$ cat config.mk
export PLATFORM = sky130hd
export DESIGN_NAME = mem_bus_responder_flat
export DESIGN_NICKNAME = d
export VERILOG_FILES = /design/src/rtl/mem_bus_pkg.sv /design/src/rtl/mem_bus_responder_if.sv /design/src/rtl/mem_bus_wait_counter.sv /design/src/rtl/mem_bus_responder.sv /design/src/flat_wrapper.sv
export SDC_FILE = /design/constraint.sdc
export NUM_CORES = 1
export LEC_CHECK = 0
export CAP_MARGIN = 20
export CORE_MARGIN = 4
export CORE_UTILIZATION = 46
export DETAILED_ROUTE_END_ITERATION = 10
export PLACE_DENSITY = 0.9
export SLEW_MARGIN = 20
export SYNTH_ARGS = -nofsm -noshare
export SYNTH_HDL_FRONTEND = slang
export SYNTH_HIERARCHICAL = 1
export SYNTH_SLANG_ARGS = --single-unit
$ cat constraint.sdc
create_clock -name CLK -period 2.6 [get_ports CLK]
set_clock_uncertainty 0.2 [all_clocks]
set_input_delay 0.78 -clock CLK [delete_from_list [all_inputs] [get_ports CLK]]
set_output_delay 0.78 -clock CLK [all_outputs]
set_load 0.02 [all_outputs]
$ cat src/rtl/mem_bus_pkg.sv
// Shared types, widths and request decoding for the CPU memory-bus responder.
package mem_bus_pkg;

  localparam int unsigned WaitW = 3;
  localparam int unsigned AddrW = 16;
  localparam int unsigned DataW = 8;
  localparam int unsigned RfshW = 7;
  localparam int unsigned OpW   = 16;

  typedef enum logic [2:0] {
    StIdle,
    StRwait,
    StRdata,
    StWwait,
    StHold,
    StRfsh
  } state_e;

  typedef enum logic [2:0] {
    ReqNone,
    ReqRfsh,
    ReqRead,
    ReqWrite,
    ReqErr
  } req_e;

  // Classify the strobes seen alongside MREQ; illegal combinations win over everything.
  function automatic req_e decode_req(logic rd, logic wr, logic rfsh);
    if ((rd && wr) || (rfsh && (rd || wr))) return ReqErr;
    if (rfsh) return ReqRfsh;
    if (rd) return ReqRead;
    if (wr) return ReqWrite;
    return ReqNone;
  endfunction

endpackage

$ cat src/rtl/mem_bus_responder_if.sv
// CPU-side strobes plus memory-array port of the bus responder.
interface mem_bus_responder_if;
  import mem_bus_pkg::*;

  logic [AddrW-1:0] Ad;
  logic             Flag_M1;
  logic             Flag_MREQ;
  logic             Flag_RD;
  logic             Flag_WR;
  logic             Flag_RFSH;
  logic [DataW-1:0] Dout;
  logic [DataW-1:0] Din;
  logic             TWAIT;
  logic [AddrW-1:0] MEM_Addr;
  logic [DataW-1:0] MEM_Wdata;
  logic             MEM_Rd;
  logic             MEM_We;
  logic [DataW-1:0] MEM_Rdata;
  logic [RfshW-1:0] RFSH_Count;
  logic [OpW-1:0]   OP_Count;
  logic             ERR;

  // Responder side.
  modport slave (
    input  Ad, Flag_M1, Flag_MREQ, Flag_RD, Flag_WR, Flag_RFSH, Dout, MEM_Rdata,
    output Din, TWAIT, MEM_Addr, MEM_Wdata, MEM_Rd, MEM_We, RFSH_Count, OP_Count, ERR
  );

  // CPU and memory-array side.
  modport master (
    output Ad, Flag_M1, Flag_MREQ, Flag_RD, Flag_WR, Flag_RFSH, Dout, MEM_Rdata,
    input  Din, TWAIT, MEM_Addr, MEM_Wdata, MEM_Rd, MEM_We, RFSH_Count, OP_Count, ERR
  );

endinterface

$ cat src/rtl/mem_bus_wait_counter.sv
// Wait-state down-counter: load a count, step it down, report when it has reached zero.
module mem_bus_wait_counter
  import mem_bus_pkg::*;
(
  input  logic             clk,
  input  logic             rst,
  input  logic             load,
  input  logic [WaitW-1:0] load_val,
  input  logic             dec,
  output logic             zero
);

  logic [WaitW-1:0] cnt_q;

  // Load has priority; decrement saturates at zero.
  always_ff @(posedge clk or posedge rst) begin
    if (rst) begin
      cnt_q <= '0;
    end else if (load) begin
      cnt_q <= load_val;
    end else if (dec && (cnt_q != '0)) begin
      cnt_q <= cnt_q - 1'b1;
    end
  end

  assign zero = (cnt_q == '0);

endmodule

$ cat src/rtl/mem_bus_responder.sv
// Memory-bus responder: turns CPU MREQ/RD/WR/RFSH strobes into single-cycle array
// accesses with configurable wait states, and keeps refresh/fetch counters.
module mem_bus_responder
  import mem_bus_pkg::*;
#(
  parameter int unsigned WAIT_M1  = 1,
  parameter int unsigned WAIT_MEM = 0
) (
  input  logic                CLK,
  input  logic                RESET,
  mem_bus_responder_if.slave  bus
);

  localparam logic [WaitW-1:0] WaitM1Val  = WaitW'(WAIT_M1);
  localparam logic [WaitW-1:0] WaitMemVal = WaitW'(WAIT_MEM);

  state_e           state_q, state_d;
  logic [DataW-1:0] din_q, din_d;
  logic [AddrW-1:0] addr_q, addr_d;
  logic [DataW-1:0] wdata_q, wdata_d;
  logic             twait_q, twait_d;
  logic [RfshW-1:0] rfsh_q, rfsh_d;
  logic [OpW-1:0]   op_q, op_d;
  logic             err_q, err_d;
  logic             m1_q, m1_d;

  logic             cnt_load;
  logic [WaitW-1:0] cnt_val;
  logic             cnt_dec;
  logic             cnt_zero;
  logic             mem_rd;
  logic             mem_we;

  mem_bus_wait_counter u_wait_counter (
    .clk      (CLK),
    .rst      (RESET),
    .load     (cnt_load),
    .load_val (cnt_val),
    .dec      (cnt_dec),
    .zero     (cnt_zero)
  );

  // State and registered outputs.
  always_ff @(posedge CLK or posedge RESET) begin
    if (RESET) begin
      state_q <= StIdle;
      din_q   <= '0;
      addr_q  <= '0;
      wdata_q <= '0;
      twait_q <= 1'b1;
      rfsh_q  <= '0;
      op_q    <= '0;
      err_q   <= 1'b0;
      m1_q    <= 1'b0;
    end else begin
      state_q <= state_d;
      din_q   <= din_d;
      addr_q  <= addr_d;
      wdata_q <= wdata_d;
      twait_q <= twait_d;
      rfsh_q  <= rfsh_d;
      op_q    <= op_d;
      err_q   <= err_d;
      m1_q    <= m1_d;
    end
  end

  // Next state, datapath updates and the array strobes.
  // Strobes are combinational and gated by MREQ so an abort in the final wait cycle
  // never reaches the array; the array answers a read on the following cycle.
  always_comb begin
    state_d  = state_q;
    din_d    = din_q;
    addr_d   = addr_q;
    wdata_d  = wdata_q;
    twait_d  = twait_q;
    rfsh_d   = rfsh_q;
    op_d     = op_q;
    err_d    = err_q;
    m1_d     = m1_q;
    cnt_load = 1'b0;
    cnt_val  = '0;
    cnt_dec  = 1'b0;
    mem_rd   = 1'b0;
    mem_we   = 1'b0;

    unique case (state_q)
      StIdle: begin
        if (bus.Flag_MREQ) begin
          case (decode_req(bus.Flag_RD, bus.Flag_WR, bus.Flag_RFSH))
            ReqErr: begin
              err_d   = 1'b1;
              state_d = StHold;
            end
            ReqRfsh: begin
              rfsh_d  = rfsh_q + 1'b1;
              state_d = StRfsh;
            end
            ReqRead: begin
              addr_d   = bus.Ad;
              m1_d     = bus.Flag_M1;
              cnt_load = 1'b1;
              cnt_val  = bus.Flag_M1 ? WaitM1Val : WaitMemVal;
              twait_d  = 1'b0;
              state_d  = StRwait;
            end
            ReqWrite: begin
              addr_d   = bus.Ad;
              wdata_d  = bus.Dout;
              cnt_load = 1'b1;
              cnt_val  = WaitMemVal;
              twait_d  = 1'b0;
              state_d  = StWwait;
            end
            default: ;
          endcase
        end
      end
      StRwait: begin
        if (!bus.Flag_MREQ) begin
          twait_d = 1'b1;
          state_d = StIdle;
        end else if (cnt_zero) begin
          mem_rd  = 1'b1;
          state_d = StRdata;
        end else begin
          cnt_dec = 1'b1;
        end
      end
      StRdata: begin
        din_d   = bus.MEM_Rdata;
        twait_d = 1'b1;
        if (m1_q) op_d = op_q + 1'b1;
        state_d = StHold;
      end
      StWwait: begin
        if (!bus.Flag_MREQ) begin
          twait_d = 1'b1;
          state_d = StIdle;
        end else if (cnt_zero) begin
          mem_we  = 1'b1;
          twait_d = 1'b1;
          state_d = StHold;
        end else begin
          cnt_dec = 1'b1;
        end
      end
      StHold, StRfsh: begin
        if (!bus.Flag_MREQ) state_d = StIdle;
      end
      default: state_d = StIdle;
    endcase
  end

  assign bus.Din        = din_q;
  assign bus.TWAIT      = twait_q;
  assign bus.MEM_Addr   = addr_q;
  assign bus.MEM_Wdata  = wdata_q;
  assign bus.MEM_Rd     = mem_rd;
  assign bus.MEM_We     = mem_we;
  assign bus.RFSH_Count = rfsh_q;
  assign bus.OP_Count   = op_q;
  assign bus.ERR        = err_q;

endmodule

$ cat src/flat_wrapper.sv
// flat-port wrapper written by rule: the top's interface ports become plain ports
module mem_bus_responder_flat import mem_bus_pkg::*;
#(
  parameter int unsigned WAIT_M1  = 1,
  parameter int unsigned WAIT_MEM = 0
)
  (CLK, RESET, bus_Ad, bus_Flag_M1, bus_Flag_MREQ, bus_Flag_RD, bus_Flag_WR, bus_Flag_RFSH, bus_Dout, bus_MEM_Rdata, bus_Din, bus_TWAIT, bus_MEM_Addr, bus_MEM_Wdata, bus_MEM_Rd, bus_MEM_We, bus_RFSH_Count, bus_OP_Count, bus_ERR);
  mem_bus_responder_if bus_i ();
  input  logic CLK;
  input  logic RESET;
  input wire logic [$bits(bus_i.Ad)-1:0] bus_Ad;
  input wire logic [$bits(bus_i.Flag_M1)-1:0] bus_Flag_M1;
  input wire logic [$bits(bus_i.Flag_MREQ)-1:0] bus_Flag_MREQ;
  input wire logic [$bits(bus_i.Flag_RD)-1:0] bus_Flag_RD;
  input wire logic [$bits(bus_i.Flag_WR)-1:0] bus_Flag_WR;
  input wire logic [$bits(bus_i.Flag_RFSH)-1:0] bus_Flag_RFSH;
  input wire logic [$bits(bus_i.Dout)-1:0] bus_Dout;
  input wire logic [$bits(bus_i.MEM_Rdata)-1:0] bus_MEM_Rdata;
  output wire logic [$bits(bus_i.Din)-1:0] bus_Din;
  output wire logic [$bits(bus_i.TWAIT)-1:0] bus_TWAIT;
  output wire logic [$bits(bus_i.MEM_Addr)-1:0] bus_MEM_Addr;
  output wire logic [$bits(bus_i.MEM_Wdata)-1:0] bus_MEM_Wdata;
  output wire logic [$bits(bus_i.MEM_Rd)-1:0] bus_MEM_Rd;
  output wire logic [$bits(bus_i.MEM_We)-1:0] bus_MEM_We;
  output wire logic [$bits(bus_i.RFSH_Count)-1:0] bus_RFSH_Count;
  output wire logic [$bits(bus_i.OP_Count)-1:0] bus_OP_Count;
  output wire logic [$bits(bus_i.ERR)-1:0] bus_ERR;
  assign bus_i.Ad = bus_Ad;
  assign bus_i.Flag_M1 = bus_Flag_M1;
  assign bus_i.Flag_MREQ = bus_Flag_MREQ;
  assign bus_i.Flag_RD = bus_Flag_RD;
  assign bus_i.Flag_WR = bus_Flag_WR;
  assign bus_i.Flag_RFSH = bus_Flag_RFSH;
  assign bus_i.Dout = bus_Dout;
  assign bus_i.MEM_Rdata = bus_MEM_Rdata;
  assign bus_Din = bus_i.Din;
  assign bus_TWAIT = bus_i.TWAIT;
  assign bus_MEM_Addr = bus_i.MEM_Addr;
  assign bus_MEM_Wdata = bus_i.MEM_Wdata;
  assign bus_MEM_Rd = bus_i.MEM_Rd;
  assign bus_MEM_We = bus_i.MEM_We;
  assign bus_RFSH_Count = bus_i.RFSH_Count;
  assign bus_OP_Count = bus_i.OP_Count;
  assign bus_ERR = bus_i.ERR;
  mem_bus_responder #(.WAIT_M1(WAIT_M1), .WAIT_MEM(WAIT_MEM)) u_core (.CLK(CLK), .RESET(RESET), .bus(bus_i));
endmodule
==> run metrics, run 1 <==
outcome=finished clean; Final min period=2530 ps; drt initial violations=80; Min-Delay Startpoint=u_core/bus.ERR; Boundary Pins=98; Synth Flop Type=dfrtp_1; Hold Fails Final Rpt=0; Seq pwr share=35.3%; DR DRC count=0; Final #Nets=404; maxcap violations=0; site row count=28; Sw Ratio=about a third; GRT Total Usage=19.5%; TritonCTS sink count=64; final WL=6940 µm; Power Internal=2.91 mW; ranking of synthesized cells by area=dfrtp_1 (53%), mux2_2 (9.5%), xor2_1 (4.2%); Hold Crit Depth=1; Seq/Total Area, Yosys=54.3%; number of flops mapped to enable cells by yosys=0; reg-to-reg endpoint=u_core/bus.MEM_Wdata[3]; Syn-to-layout area delta=48.3%; fillers=432; initial antenna violation count=0; Yosys top cell by area=dfrtp_1; Logic pwr share=45.6%; Storage cell area=1600 µm²; CTS Buffer Depth=2; Synth Register Bits=64; CTS clk-pin slew, worst paths=60 ps; FF-to-FF path depth=6; first-pass GRT wire length=around 12,000 µm; Final WS setup=a little under 70 ps; diode count=0; Distinct cells, synth=46; DIE AREA=a little under 8000 µm²; Avg Inst Size Synth=12.4 µm²; achievable frequency=about 400 MHz; CTS tree=done; layout cell share with drive strength beyond 1=24.6%; Post-synth ARST share=100%; R2R Setup Slk=around 400 ps; Initial Util=48.7%; CP arrival=1550 ps; setup_tns=0 ps; Max FO, Critical Path=3; vias=2,263; area occupied by multi-input gates=1280 µm²; Crit path required time=1620 ps; Congestion Overflow GR=0; commonest cells in the netlist=dfrtp_1 (63), mux2_2 (25), nand2_1 (15), xor2_1 (14), inv_1 (11); H-tree lvl count=3; # port buffers=97; post-route ant nets=0; drt pass-1 iters=4; Leak=1.95 nW; Hold Path Class=reg2reg; total power=about 4.4 mW; clock share of power=19.1%; max-slew violations=0; yosys synthesis warning count=6; Clock Latency Late Sink=330 ps; die width=88.1 µm; pre-CTS WS=-725 ps; Core Footprint=6060 µm²; CP startpoint kind=input pin; Peak VDD IR=0.765 mV; largest net degree at the start of global routing=35; vias in the first global route=about 2,400; HPWL Detailed=between 5000 and 6000 µm; Final setup viols=0; Hold EP=u_core/bus.ERR; Core Util, Final=72.2%; setup repair after global routing missed its margin=no; hold slack final=around 270 ps; root buf cell=clkbuf_8; critical path class=in2out; share of the clock period used by the worst path=around 100%; drt via density=5.13; RR Startpoint=u_core/state_q[2]; Num CTS Buffers=9; top cell type's share of synthesized area=53.5%; Syn Inst Count=~240; routability cong.=0.812; endpoint class of the critical path=output port; switching power=1.50 mW; Vert. Die Dim=88.1 µm; Post-Synthesis Cell Area=2950 µm²; top-count cell post-synth=dfrtp_1; WL/cell=15.7 µm; Pwr Density=1010 nW/µm²
==> sequential cells by signal, indices dropped and copies added, names as in the netlist <==
signal                       cells
u_core/m1_q                      1
u_core/bus.ERR                   1
u_core/bus.Din                   8
u_core/bus.RFSH_Count            7
u_core/state_q                   3
u_core/bus.MEM_Wdata             8
u_core/bus.TWAIT                 1
u_core/bus.MEM_Addr             16
u_core/bus.OP_Count             16
u_core/u_wait_counter/cnt_q      3
==> layer usage <==
layer  part of all wire (%)  GRT usage, %  up-vias
met5                      0             0        -
met4                    1.1          5.77        0
met3                    9.2          7.62        8
met2                     50          32.3       79
met1                     40          23.6     1097
li1                       -             -     1079
==> kinds of logic (layout without fill, tap and decap cells) <==
kind of cell	count (synthesis)	count (layout)	share of synthesized area (%)
buf+inv	22	149	4.07
flops	64	64	54.3
fa+ha+maj	5	5	2.04
compound gates	17	17	4.24
xor+xnor	24	24	7.13
other cells	1	2	0.127
mux	33	33	13.6
simple gates	72	72	14.4
==> placed cells by master, fill, tap and decap left out, types with 2 or more instances in the layout <==
master and n:
nand2_2 2, clkinv_2 2, nor4_1 6, ha_1 2, clkdlybuf4s50_1 94, xor2_1 14
clkbuf_1 2, inv_2 3, xnor2_1 10, nor2b_1 2, buf_4 24, nand4_1 5
a21o_1 2, nor2_1 9, mux2_4 8, a21oi_1 3, o21ai_0 2, mux2_2 25
and3_1 3, clkbuf_8 11, nor4b_1 3, ha_4 2, dfrtp_1 63, nand3_1 8
nor3_1 8, nand2_1 14, nand2b_1 2, a221o_1 3, conb_1 2, inv_1 9
==> stage by stage <==
step | instance area [µm²] | std cells
6_report | 4370 | 441
5_1_grt | 4370 | 441
4_1_cts | 4340 | 440
3_5_place_dp | 4130 | 424
3_3_place_gp | 4130 | 424
2_1_floorplan | 2960 | 239
==> cell type report <==
cell class / instances / area share, %
Clock buffer: 13 / 3.63
Clock inverter: 3 / 0.916
Inverter: 12 / 1.03
Multi-Input combinational cell: 153 / 29.2
Sequential cell: 64 / 36.7
Tap cell: 75 / 2.15
Timing Repair Buffer: 121 / 26.4
==> power groups by stage <==
stage	sequential, mW	clock [mW]	combinational [mW]
after floorplan	1.91	0	0.697
after global placement	1.55	0	1.88
after detailed placement	1.57	0	1.94
after CTS	1.56	0.874	1.96
after global routing	1.62	0.930	2.15
final	1.56	0.842	2.01
==> how the worst max path moves through the flow <==
| stage | end | from | slack, ps |
|---|---|---|---|
| 4_1_cts | bus_MEM_We | u_core/u_wait_counter/cnt_q[0] | -0.1 |
| 6_report | bus_MEM_We | bus_Flag_MREQ | 70 |
| 3_3_place_gp | bus_MEM_We | bus_Flag_MREQ | -590 |
| 3_5_place_dp | bus_MEM_We | bus_Flag_MREQ | -730 |
| 5_1_grt | bus_MEM_We | u_core/u_wait_counter/cnt_q[0] | 6 |
| 2_1_floorplan | bus_MEM_Rd | bus_Flag_MREQ | -40 |
==> worst max-delay path, cell delays in order <==
cell           delay, ps
dlygate4sd2_1        230
nand2_2               90
nor4_4               260
buf_4                190
==> repair_timing <==
action | in CTS | in global routing
setup endpoints to repair | 2 | 2
setup buffers | 0 | 1
resized for setup | 17 | 3
gates cloned | 0 | 0
pin swaps | 3 | 2
hold buffers | 0 | 0
Note: power is estimated with default switching activity, not from simulation.
==> inputs of run 2 (changes only) <==
Settings changed: TNS_END_PERCENT from default to 10.
==> run 2 against run 1 <==
  * Via count decreased by 1.1%
  * Largest power group unchanged
  * Sequential cell count unchanged
  * Wire length decreased by 5.0%
  * Power decreased by 4.6%
  * Cell count decreased by 0.91%
==> run metrics, run 2 (same netlist as run 1, synthesis figures left out) <==
outcome=finished clean; clock share of power=17.2%; switching power=between 1 and 1.5 mW; commonest non-fill, non-tap cell in the layout=clkdlybuf4s50_1; CP startpoint kind=input pin; layout cell share with drive strength beyond 1=23.2%; WL/cell=between 15 and 20 µm; GRT Total Usage=18.4%; CTS clk-pin slew, worst paths=60 ps; largest net degree at the start of global routing=25; H-tree lvl count=3; Post-CTS Repair Setup Buffers=0; DR DRC count=0; Core Footprint=6060 µm²; Congestion Overflow GR=0; Power Internal=2.77 mW; Hold Fails Final Rpt=0; Initial Util=48.7%; R2R Setup Slk=410 ps; Final #Nets=401; pre-CTS WS=-631 ps; root buf cell=clkbuf_8; initial antenna violation count=0; Vert. Die Dim=88.1 µm; vias=2,239; CTS tree=done; setup repair after global routing missed its margin=no; Leak=1.91 nW; hold buffers post-CTS=0; setup_tns=0 ps; Sw Ratio=34.2%; Final WS setup=between 40 and 50 ps; HPWL Detailed=5110 µm; Crit path required time=1620 ps; diode count=0; routability cong.=0.818; drt pass-1 iters=6; Peak VDD IR=0.641 mV; Hold Path Class=reg2reg; met3 GRT Util=7.90%; Logic pwr share=45.9%; DIE AREA=between 7000 and 8000 µm²; commonest non-fill, non-tap cells in the layout=clkdlybuf4s50_1 (94), dfrtp_1 (63), mux2_2 (25); RR Startpoint=u_core/state_q[2]; Boundary Pins=98; post-route ant nets=0; Pwr Density=about 980 nW/µm²; busiest grt layer=met2; # port buffers=97; vias in the first global route=2,477; critical path endpoint=bus_MEM_Rd; TritonCTS sink count=64; Final setup viols=0; maxcap violations=0; grt met1 use=22.0%; reg-to-reg endpoint=u_core/bus.MEM_Wdata[6]; CTS Buffer Depth=2; share of the clock period used by the worst path=98.2%; endpoint class of the critical path=output port; drt initial violations=84; critical path class=in2out; achievable frequency=392 MHz; Seq pwr share=roughly 37%; FF-to-FF path depth=6; site row count=28; final WL=6600 µm; Syn-to-layout area delta=45.7%; die width=88.1 µm; max-slew violations=0; crit path launch=bus_Flag_MREQ; first-pass GRT wire length=11,100 µm; drt via density=5.12; Final min period=2550 ps; M2 GR Usage=29.5%; Num CTS Buffers=9; Core Util, Final=70.9%; CP arrival=1570 ps; Max FO, Critical Path=3; Clock Latency Late Sink=320 ps
-- run 2: cell types whose count changed in the layout (fill, tap and decap cells not counted), sizes merged --
cell / delta
bufinv: -1
clkbuf: +2
clkinv: -2
buf: -3
-- run 2: worst max-delay path, stage by stage --
cell and delay (ps):
dlygate4sd2_1 230, nand2_2 110, nor4_4 240, buf_2 210
-- run 2: power groups by stage --
| stage | logic [mW] | clock network (mW) | registers, mW |
|---|---|---|---|
| after global placement | 1.88 | 0 | 1.55 |
| after floorplan | 0.694 | 0 | 1.91 |
| final | 1.93 | 0.723 | 1.56 |
| after CTS | 1.94 | 0.746 | 1.56 |
| after detailed placement | 1.92 | 0 | 1.57 |
| after global routing | 2.08 | 0.808 | 1.61 |
-- run 2: worst min-delay path by stage --
stage | startpoint | endpoint | slack, ps | cells after the start
after floorplan | u_core/m1_q | u_core/m1_q | 300 | 1
final | u_core/bus.OP_Count[15] | u_core/bus.OP_Count[15] | 270 | 1
after global placement | u_core/bus.ERR | u_core/bus.ERR | 240 | 1
after detailed placement | u_core/bus.OP_Count[15] | u_core/bus.OP_Count[15] | 270 | 1
after global routing | u_core/bus.OP_Count[15] | u_core/bus.OP_Count[15] | 290 | 1
after CTS | u_core/bus.OP_Count[15] | u_core/bus.OP_Count[15] | 280 | 1
-- run 2: final cells by class --
| type | instances | area [µm²] |
|---|---|---|
| fillers | 444 | 1760 |
| clock buffers | 15 | 166 |
| repair buffers | 118 | 1130 |
| inverters | 12 | 45.0 |
| flip-flops and latches | 64 | 1600 |
| well taps | 75 | 93.8 |
| multi-input cells | 153 | 1260 |
-- run 2: stage by stage --
stage	cells	total power [mW]	hold WS, ps	cell area, µm²
after floorplan	239	2.60	304	2950
after detailed placement	422	3.49	272	4110
final	437	4.21	274	4300
after global routing	437	4.49	290	4300
after CTS	437	4.24	280	4290
after global placement	422	3.43	241	4110
-- run 2: routing by layer --
metal  up-vias  wire length [µm]  part of all wire, %
met5         -                 0                    0
met4         0               127                  1.9
met3        12               670                   10
met2        85              3150                   48
met1      1073              2650                   40
li1       1069                 -                    -
-- run 2: what timing repair did --
action | 4_1_cts | 5_1_grt
endpoints found under the setup margin | 2 | 2
hold endpoints to repair | 0 | 0
resized for setup | 15 | 3
pin swaps | 2 | 1
